**config.mk**
```make
export PLATFORM = sky130hd
export DESIGN_NAME = operand_streamer_flat
export DESIGN_NICKNAME = d
export VERILOG_FILES = /design/src/rtl/operand_streamer_pkg.sv /design/src/rtl/operand_streamer_if.sv /design/src/rtl/operand_streamer_cfg_chk.sv /design/src/rtl/operand_streamer.sv /design/src/flat_wrapper.sv
export SDC_FILE = /design/constraint.sdc
export NUM_CORES = 1
export LEC_CHECK = 0
export ABC_AREA = 0
export CORE_AREA = 2 2 181 183
export DETAILED_ROUTE_END_ITERATION = 12
export DIE_AREA = 0 0 183 185
export HOLD_SLACK_MARGIN = 0.03
export PLACE_DENSITY_LB_ADDON = 0.2
export SYNTH_ARGS = -nofsm -noshare
export SYNTH_HDL_FRONTEND = slang
export SYNTH_HIERARCHICAL = 1
export SYNTH_SLANG_ARGS = --single-unit
```
**constraint.sdc**
```tcl
create_clock -name clk -period 3.05 [get_ports clk]
set_input_delay 0.305 -clock clk [delete_from_list [all_inputs] [get_ports clk]]
set_output_delay 0.305 -clock clk [all_outputs]
set_load 0.01 [all_outputs]
```
**src/rtl/operand_streamer_pkg.sv**
```systemverilog
// -----------------------------------------------------------------------------
// operand_streamer_pkg
// Shared types and constants for the operand streamer slice:
//   - stream_state_t : sequencing states of the streamer
//   - STAGE_0..7     : pipe stage codes reported on stage_i
//   - lane_bundle_t  : one lane of an operand-buffer word {pos, scale, operand}
//   - result_t       : one lane of a result-buffer word {res2, res1}
// -----------------------------------------------------------------------------
package operand_streamer_pkg;

    typedef enum logic [1:0] {
        ST_IDLE  = 2'd0,
        ST_PRIME = 2'd1,
        ST_RUN   = 2'd2,
        ST_DONE  = 2'd3
    } stream_state_t;

    localparam logic [2:0] STAGE_0 = 3'd0;
    localparam logic [2:0] STAGE_1 = 3'd1;
    localparam logic [2:0] STAGE_2 = 3'd2;
    localparam logic [2:0] STAGE_3 = 3'd3;
    localparam logic [2:0] STAGE_4 = 3'd4;
    localparam logic [2:0] STAGE_5 = 3'd5;
    localparam logic [2:0] STAGE_6 = 3'd6;
    localparam logic [2:0] STAGE_7 = 3'd7;

    // Lane element width of the fp16 pipe.
    localparam int FP_WIDTH = 16;

    // Field order matches the buffer word layout: pos is the most significant.
    typedef struct packed {
        logic [FP_WIDTH-1:0] pos;
        logic [FP_WIDTH-1:0] scale;
        logic [FP_WIDTH-1:0] operand;
    } lane_bundle_t;

    typedef struct packed {
        logic [FP_WIDTH-1:0] res2;
        logic [FP_WIDTH-1:0] res1;
    } result_t;

endpackage

```
**src/rtl/operand_streamer_if.sv**
```systemverilog
// -----------------------------------------------------------------------------
// operand_streamer_if
// Bundles the pipe-stage and buffer-side signals of the operand streamer.
//   master : streamer side (drives pipe streams, boundary table, buffer ports)
//   slave  : pipe stage + operand/result buffers
// Signals: stage_boundary, pipe_rst, stage_i, finished_i, rd_en, rd_addr,
//          rd_data, operand_o, scale_o, pos_o, res1_i, res2_i, wr_en,
//          wr_addr, wr_data.
// -----------------------------------------------------------------------------
interface operand_streamer_if #(
    parameter int PARA          = 8,
    parameter int WIDTH         = 16,
    parameter int PARALLEL_SIZE = 2
);
    logic [6:0][PARA-1:0]                    stage_boundary;
    logic                                    pipe_rst;
    logic [2:0]                              stage_i;
    logic                                    finished_i;
    logic                                    rd_en;
    logic [PARA-1:0]                         rd_addr;
    logic [PARALLEL_SIZE-1:0][2:0][WIDTH-1:0] rd_data;
    logic [PARALLEL_SIZE-1:0][WIDTH-1:0]     operand_o;
    logic [PARALLEL_SIZE-1:0][WIDTH-1:0]     scale_o;
    logic [PARALLEL_SIZE-1:0][WIDTH-1:0]     pos_o;
    logic [PARALLEL_SIZE-1:0][WIDTH-1:0]     res1_i;
    logic [PARALLEL_SIZE-1:0][WIDTH-1:0]     res2_i;
    logic                                    wr_en;
    logic [PARA-1:0]                         wr_addr;
    logic [PARALLEL_SIZE-1:0][1:0][WIDTH-1:0] wr_data;

    modport master (
        output stage_boundary, pipe_rst, rd_en, rd_addr,
               operand_o, scale_o, pos_o, wr_en, wr_addr, wr_data,
        input  stage_i, finished_i, rd_data, res1_i, res2_i
    );

    modport slave (
        input  stage_boundary, pipe_rst, rd_en, rd_addr,
               operand_o, scale_o, pos_o, wr_en, wr_addr, wr_data,
        output stage_i, finished_i, rd_data, res1_i, res2_i
    );
endinterface

```
**src/rtl/operand_streamer_cfg_chk.sv**
```systemverilog
// -----------------------------------------------------------------------------
// operand_streamer_cfg_chk
// Combinational check that a stage-boundary table is non-decreasing.
//   i_boundary_cfg : [6:0][PARA-1:0] requested boundaries
//   o_cfg_ok       : 1 when [i] <= [i+1] for every i (equal entries allowed)
// -----------------------------------------------------------------------------
module operand_streamer_cfg_chk
    import operand_streamer_pkg::*;
#(
    parameter int PARA = 8
) (
    input  logic [6:0][PARA-1:0] i_boundary_cfg,
    output logic                 o_cfg_ok
);

    // Any descending neighbour pair makes the table unusable.
    always_comb begin
        o_cfg_ok = 1'b1;
        for (int i = 0; i < 6; i++) begin
            if (i_boundary_cfg[i] > i_boundary_cfg[i+1]) begin
                o_cfg_ok = 1'b0;
            end else begin
                o_cfg_ok = o_cfg_ok;
            end
        end
    end

endmodule

```
**src/rtl/operand_streamer.sv**
```systemverilog
// -----------------------------------------------------------------------------
// operand_streamer
// Streams operand/scale/position lanes from a preloaded operand buffer into
// the stage-sequenced fp16 pipe, keeps the pipe in reset while idle, releases
// it in lockstep with its own step counter k and writes captured per-step
// results back to the result buffer.
// Ports:
//   clk, rst      : clock, synchronous active-high reset
//   start         : begin a run (only honoured in IDLE)
//   boundary_cfg  : requested stage-boundary table, latched on start
//   busy          : high in PRIME/RUN
//   done          : one-cycle pulse at run end
//   ovf           : with done; run ended on step wrap instead of stage 7
//   cfg_err       : one-cycle pulse, start rejected (non-monotonic table)
//   bus           : operand_streamer_if.master (pipe + buffer side)
// Optional build macro OPERAND_STREAMER_WB_EN: enables result write-back;
// when undefined wr_en/wr_addr/wr_data are tied to zero.
// -----------------------------------------------------------------------------
module operand_streamer
    import operand_streamer_pkg::*;
#(
    parameter int         PARA          = 8,
    parameter int         WIDTH         = 16,
    parameter int         PARALLEL_SIZE = 2,
    parameter logic [7:0] CAPTURE_MASK  = 8'b0111_0000
) (
    input  logic                 clk,
    input  logic                 rst,
    input  logic                 start,
    input  logic [6:0][PARA-1:0] boundary_cfg,
    output logic                 busy,
    output logic                 done,
    output logic                 ovf,
    output logic                 cfg_err,
    operand_streamer_if.master   bus
);

    localparam logic [PARA:0]   STEP_ONE = {{PARA{1'b0}}, 1'b1};
    localparam logic [PARA-1:0] STEP_MAX = {PARA{1'b1}};

    stream_state_t        r_state;
    stream_state_t        w_next_state;
    logic [PARA-1:0]      r_k;
    logic [6:0][PARA-1:0] r_boundary;
    logic                 r_cfg_err;
    logic                 r_ovf;
    logic                 w_cfg_ok;
    logic                 w_accept;
    logic                 w_last_step;
    logic [PARA:0]        w_k_next;
    logic [PARA:0]        w_rd_limit;

    lane_bundle_t [PARALLEL_SIZE-1:0] w_lanes;

    operand_streamer_cfg_chk #(.PARA(PARA)) u_cfg_chk (
        .i_boundary_cfg (boundary_cfg),
        .o_cfg_ok       (w_cfg_ok)
    );

    // One bit wider than k so the k+1 comparisons cannot wrap at 2^PARA-1.
    assign w_k_next    = {1'b0, r_k} + STEP_ONE;
    assign w_rd_limit  = {1'b0, r_boundary[6]} + STEP_ONE;
    assign w_last_step = (r_k == STEP_MAX);
    assign w_accept    = (r_state == ST_IDLE) && start && w_cfg_ok;
    assign w_lanes     = bus.rd_data;

    assign cfg_err            = r_cfg_err;
    assign ovf                = r_ovf;
    assign bus.stage_boundary = r_boundary;

    // State register, step counter, boundary latch and status flags.
    always_ff @(posedge clk) begin
        if (rst) begin
            r_state    <= ST_IDLE;
            r_k        <= {PARA{1'b0}};
            r_boundary <= '0;
            r_cfg_err  <= 1'b0;
            r_ovf      <= 1'b0;
        end else begin
            r_state   <= w_next_state;
            r_cfg_err <= (r_state == ST_IDLE) && start && !w_cfg_ok;
            // ovf is only ever high in the DONE cycle that follows a wrap exit.
            r_ovf     <= (r_state == ST_RUN) && !bus.finished_i && w_last_step;
            if (w_accept) begin
                r_boundary <= boundary_cfg;
            end else begin
                r_boundary <= r_boundary;
            end
            if (r_state == ST_RUN) begin
                r_k <= w_k_next[PARA-1:0];
            end else begin
                r_k <= {PARA{1'b0}};
            end
        end
    end

    // Next-state decode.
    always_comb begin
        w_next_state = r_state;
        case (r_state)
            ST_IDLE: begin
                if (w_accept) begin
                    w_next_state = ST_PRIME;
                end else begin
                    w_next_state = ST_IDLE;
                end
            end
            ST_PRIME: w_next_state = ST_RUN;
            ST_RUN: begin
                if (bus.finished_i || w_last_step) begin
                    w_next_state = ST_DONE;
                end else begin
                    w_next_state = ST_RUN;
                end
            end
            ST_DONE: w_next_state = ST_IDLE;
            default: w_next_state = ST_IDLE;
        endcase
    end

    // Control, read-port and operand-stream outputs.
    always_comb begin
        busy          = 1'b0;
        done          = 1'b0;
        bus.pipe_rst  = 1'b1;
        bus.rd_en     = 1'b0;
        bus.rd_addr   = {PARA{1'b0}};
        bus.operand_o = '0;
        bus.scale_o   = '0;
        bus.pos_o     = '0;
        case (r_state)
            ST_IDLE: begin
                busy = 1'b0;
            end
            ST_PRIME: begin
                busy      = 1'b1;
                bus.rd_en = 1'b1;
            end
            ST_RUN: begin
                busy         = 1'b1;
                bus.pipe_rst = 1'b0;
                // Prefetch the next step while it is still inside the table
                // and inside the buffer.
                if ((w_k_next <= w_rd_limit) && !w_k_next[PARA]) begin
                    bus.rd_en   = 1'b1;
                    bus.rd_addr = w_k_next[PARA-1:0];
                end else begin
                    bus.rd_en   = 1'b0;
                    bus.rd_addr = {PARA{1'b0}};
                end
                for (int l = 0; l < PARALLEL_SIZE; l++) begin
                    bus.operand_o[l] = w_lanes[l].operand;
                    bus.scale_o[l]   = w_lanes[l].scale;
                    bus.pos_o[l]     = w_lanes[l].pos;
                end
            end
            ST_DONE: begin
                done = 1'b1;
            end
            default: begin
                busy = 1'b0;
            end
        endcase
    end

`ifdef OPERAND_STREAMER_WB_EN
    result_t [PARALLEL_SIZE-1:0] w_res;

    // Result capture: write step k whenever the reporting stage is selected.
    always_comb begin
        bus.wr_en   = 1'b0;
        bus.wr_addr = {PARA{1'b0}};
        w_res       = '0;
        if (r_state == ST_RUN) begin
            bus.wr_en   = CAPTURE_MASK[bus.stage_i];
            bus.wr_addr = r_k;
            for (int l = 0; l < PARALLEL_SIZE; l++) begin
                w_res[l].res2 = bus.res2_i[l];
                w_res[l].res1 = bus.res1_i[l];
            end
        end else begin
            bus.wr_en = 1'b0;
        end
    end

    assign bus.wr_data = w_res;
`else
    logic w_unused_wb;

    assign w_unused_wb = ^{bus.stage_i, bus.res1_i, bus.res2_i, CAPTURE_MASK};
    assign bus.wr_en   = 1'b0;
    assign bus.wr_addr = {PARA{1'b0}};
    assign bus.wr_data = '0;
`endif

endmodule

```
**src/flat_wrapper.sv**
```systemverilog
// flat-port wrapper written by rule: the top's interface ports become plain ports
module operand_streamer_flat import operand_streamer_pkg::*;
#(
    parameter int         PARA          = 8,
    parameter int         WIDTH         = 16,
    parameter int         PARALLEL_SIZE = 2,
    parameter logic [7:0] CAPTURE_MASK  = 8'b0111_0000
)
  (clk, rst, start, boundary_cfg, busy, done, ovf, cfg_err, bus_stage_boundary, bus_pipe_rst, bus_rd_en, bus_rd_addr, bus_operand_o, bus_scale_o, bus_pos_o, bus_wr_en, bus_wr_addr, bus_wr_data, bus_stage_i, bus_finished_i, bus_rd_data, bus_res1_i, bus_res2_i);
  operand_streamer_if #(.PARA(PARA), .WIDTH(WIDTH), .PARALLEL_SIZE(PARALLEL_SIZE)) bus_i ();
  input  logic clk;
  input  logic rst;
  input  logic start;
  input  logic [6:0][PARA-1:0] boundary_cfg;
  output logic busy;
  output logic done;
  output logic ovf;
  output logic cfg_err;
  output wire logic [$bits(bus_i.stage_boundary)-1:0] bus_stage_boundary;
  output wire logic [$bits(bus_i.pipe_rst)-1:0] bus_pipe_rst;
  output wire logic [$bits(bus_i.rd_en)-1:0] bus_rd_en;
  output wire logic [$bits(bus_i.rd_addr)-1:0] bus_rd_addr;
  output wire logic [$bits(bus_i.operand_o)-1:0] bus_operand_o;
  output wire logic [$bits(bus_i.scale_o)-1:0] bus_scale_o;
  output wire logic [$bits(bus_i.pos_o)-1:0] bus_pos_o;
  output wire logic [$bits(bus_i.wr_en)-1:0] bus_wr_en;
  output wire logic [$bits(bus_i.wr_addr)-1:0] bus_wr_addr;
  output wire logic [$bits(bus_i.wr_data)-1:0] bus_wr_data;
  input wire logic [$bits(bus_i.stage_i)-1:0] bus_stage_i;
  input wire logic [$bits(bus_i.finished_i)-1:0] bus_finished_i;
  input wire logic [$bits(bus_i.rd_data)-1:0] bus_rd_data;
  input wire logic [$bits(bus_i.res1_i)-1:0] bus_res1_i;
  input wire logic [$bits(bus_i.res2_i)-1:0] bus_res2_i;
  assign bus_stage_boundary = bus_i.stage_boundary;
  assign bus_pipe_rst = bus_i.pipe_rst;
  assign bus_rd_en = bus_i.rd_en;
  assign bus_rd_addr = bus_i.rd_addr;
  assign bus_operand_o = bus_i.operand_o;
  assign bus_scale_o = bus_i.scale_o;
  assign bus_pos_o = bus_i.pos_o;
  assign bus_wr_en = bus_i.wr_en;
  assign bus_wr_addr = bus_i.wr_addr;
  assign bus_wr_data = bus_i.wr_data;
  assign bus_i.stage_i = bus_stage_i;
  assign bus_i.finished_i = bus_finished_i;
  assign bus_i.rd_data = bus_rd_data;
  assign bus_i.res1_i = bus_res1_i;
  assign bus_i.res2_i = bus_res2_i;
  operand_streamer #(.PARA(PARA), .WIDTH(WIDTH), .PARALLEL_SIZE(PARALLEL_SIZE), .CAPTURE_MASK(CAPTURE_MASK)) u_core (.clk(clk), .rst(rst), .start(start), .boundary_cfg(boundary_cfg), .busy(busy), .done(done), .ovf(ovf), .cfg_err(cfg_err), .bus(bus_i));
endmodule
```
==> run metrics, run 1 <==
DRC 0; Post-Syn Area per Cell 7.40 um2; Layout area overhead 79.9%; DR vias 5687; # setup viols final 0; maximum vdd drop 0.000231 V; clock skew 0.00395 ns; Worst EP required 2.74 ns; first-pass iteration count of the detailed router 5; Synth top area share 0.258; vias per cell 3.88; mapped cell area 0.00528 mm2; worst setup margin 0.00875 ns; synth top area cells dfxtp_1 26%, ha_1 15%, and2_1 11%; Max H-tree Level 3; DP HPWL 18800 um; fillers 3509; die height 185 um; vias in the first global route 5579; Die ar. 0.0339 mm2; TritonCTS Sinks 68; TritonCTS clock tree built; power per cell area 281 mW/mm2; buffers added on ports 321; EDFF count, synth 0; pre-CTS WS -0.187 ns; first-pass GRT wire length 33000 um; #FFs+latches synth 68; Synth Instances 713; Die Width 183 um; fraction of layout cells with a size suffix above 1 0.111; Fmax 329 MHz; top-count cell post-synth nand2_1; Leak 3.84 nW; routability cong. 0.762; Nets 1338; Final Cycle Share 0.997; worst hold path class in -> reg; I/O pin count 462; status finished, final reports clean; Yosys Warn Count 6; Setup CP Type reg -> out; multi-input logic area 0.00354 mm2; CTS buffer count 9; minimum clock period 3.04 ns; total of max-cap violations 0; average routed wire per standard cell 15.5 um; sequential-to-total area share from yosys stat 0.258; RSZ-0062 raised after global routing true; Overall Power 0.00266 W; register area 0.00137 mm2; critical path arrival 2.74 ns; prevailing post-synth register cell dfxtp_1; GRT Residual Overflow 0; initial antenna violation count 1; Slew Limit Fails 0; gr usage total 0.128; clk_lat worst skew 0.33 ns; top cells by count, synth 120 x nand2_1, 96 x and2_1, 78 x a21oi_1, 73 x buf_4, 68 x dfxtp_1; CP Launch Type flip-flop; 1st-iter DRT viols 166; slew margin rel. 0.655; CP Max Fanout 8; Max clock buf depth 2; routed wire length 22800 um; Hold-fix buffers, CTS 0; Initial Util 0.165; Yosys top cell by area dfxtp_1; core area 0.0320 mm2; n_diodes 0; Worst-path clk slew 0.06 ns; synth unique cells 40; largest net degree at the start of global routing 73; clock root buffer clkbuf_16; Synth async-reset ratio 0; Fin. Hold Viols 0; DRT antenna net count 0; slew at the pin with the worst max-slew slack 0.512 ns; Rows 66; critical path capture point type primary output
## repair_timing
| item | in CTS | in global routing |
|---|---|---|
| resized for setup | 67 | 19 |
| setup buffers | 1 | 0 |
| endpoints found under the setup margin | 9 | 9 |
| pin swaps | 12 | 11 |
## state kept, by name (all words and copies together) (netlist names)
name and cells:
u_core/ovf 1, u_core/r_k 8, u_core/r_state 2, u_core/bus.stage_boundary 56, u_core/cfg_err 1
## worst paths after layout
kind / from / to / slack, ns / cells after the start
worst max register to register: u_core/r_state[0]$_SDFF_PP0_ / u_core/r_state[0]$_SDFF_PP0_ / 1.46 / 7
worst min register to register: u_core/bus.stage_boundary[1]$_SDFFE_PP0P_ / u_core/bus.stage_boundary[1]$_SDFFE_PP0P_ / 0.45 / 2
worst max-delay path: u_core/r_k[3]$_SDFF_PP0_ / bus_rd_en / 0.009 / 11
worst min-delay path: rst / u_core/r_state[1]$_SDFF_PP0_ / 0.38 / 2
## where the power goes
| group | internal, W | total [W] | switching [W] | leakage, nW |
|---|---|---|---|---|
| Sequential | 0.000903 | 0.000911 | 0.00000767 | 0.551 |
| Combinational | 0.000330 | 0.000605 | 0.000275 | 3.13 |
| Clock | 0.000735 | 0.00115 | 0.000413 | 0.159 |
## cell usage in the layout (no fill, tap or decap), types with 11 or more instances in the layout
cell | synthesis | final
clkdlybuf4s50_1 | 0 | 311
nand2_1 | 120 | 120
and2_1 | 96 | 96
a21oi_1 | 78 | 78
conb_1 | 1 | 73
dfxtp_1 | 68 | 63
inv_1 | 61 | 58
ha_1 | 62 | 55
buf_4 | 73 | 36
nand4_1 | 14 | 14
nor2_1 | 11 | 11
o21ai_0 | 11 | 11
## cell type report
| class | count | share of cell area |
|---|---|---|
| clock buffer | 11 | 0.0256 |
| clock inverter | 5 | 0.00791 |
| inverter | 61 | 0.0241 |
| multi-input combinational | 551 | 0.373 |
| sequential | 68 | 0.144 |
| tap | 408 | 0.0538 |
| timing repair buffer | 362 | 0.371 |
## critical path: stages (launching register included)
cell,delay (ns)
dfxtp_2,0.33
and3_4,0.22
nand3_4,0.09
xor2_2,0.19
inv_2,0.07
ha_4,0.27
nand4_1,0.14
o22ai_2,0.18
a31oi_2,0.07
maj3_2,0.43
o31ai_2,0.24
buf_2,0.17
## per-stage QoR
step | instance area, um2 | util | std cells | setup TNS, ns | hold slack [ns]
4_1_cts | 9390 | 0.293 | 1466 | 0 | 0.394
3_3_place_gp | 8960 | 0.280 | 1449 | -1.07 | 0.442
5_1_grt | 9490 | 0.296 | 1466 | -0.711 | 0.421
6_report | 9490 | 0.296 | 1466 | 0 | 0.377
2_1_floorplan | 5550 | - | 785 | 0 | 0.384
3_5_place_dp | 8960 | 0.280 | 1449 | -1.33 | 0.447
## routing by layer
metal	track usage	share of wire	vias up
met5	0	0.00048	-
met4	0.0246	0.0075	2
met3	0.0460	0.093	13
met2	0.240	0.51	224
met1	0.139	0.38	2598
li1	-	-	2850
## cell families (layout without fill, tap and decap cells)
kind of cell / after synthesis / after routing / synth area share
compound gates: 119 / 119 / 0.128
xor+xnor: 13 / 13 / 0.0216
fa+ha+maj: 63 / 63 / 0.149
buf+inv: 166 / 439 / 0.170
flops: 68 / 68 / 0.258
other cells: 1 / 73 / 0.000711
simple gates: 283 / 283 / 0.272
Note: power is estimated with default switching activity, not from simulation.
==> run 2, diff against run 1 <==
Settings changed: ABC_AREA 0 to default, CAP_MARGIN from default to 20.
==> results of run 2 <==
The final DEF is identical to that of run 1; final timing and power are the same.
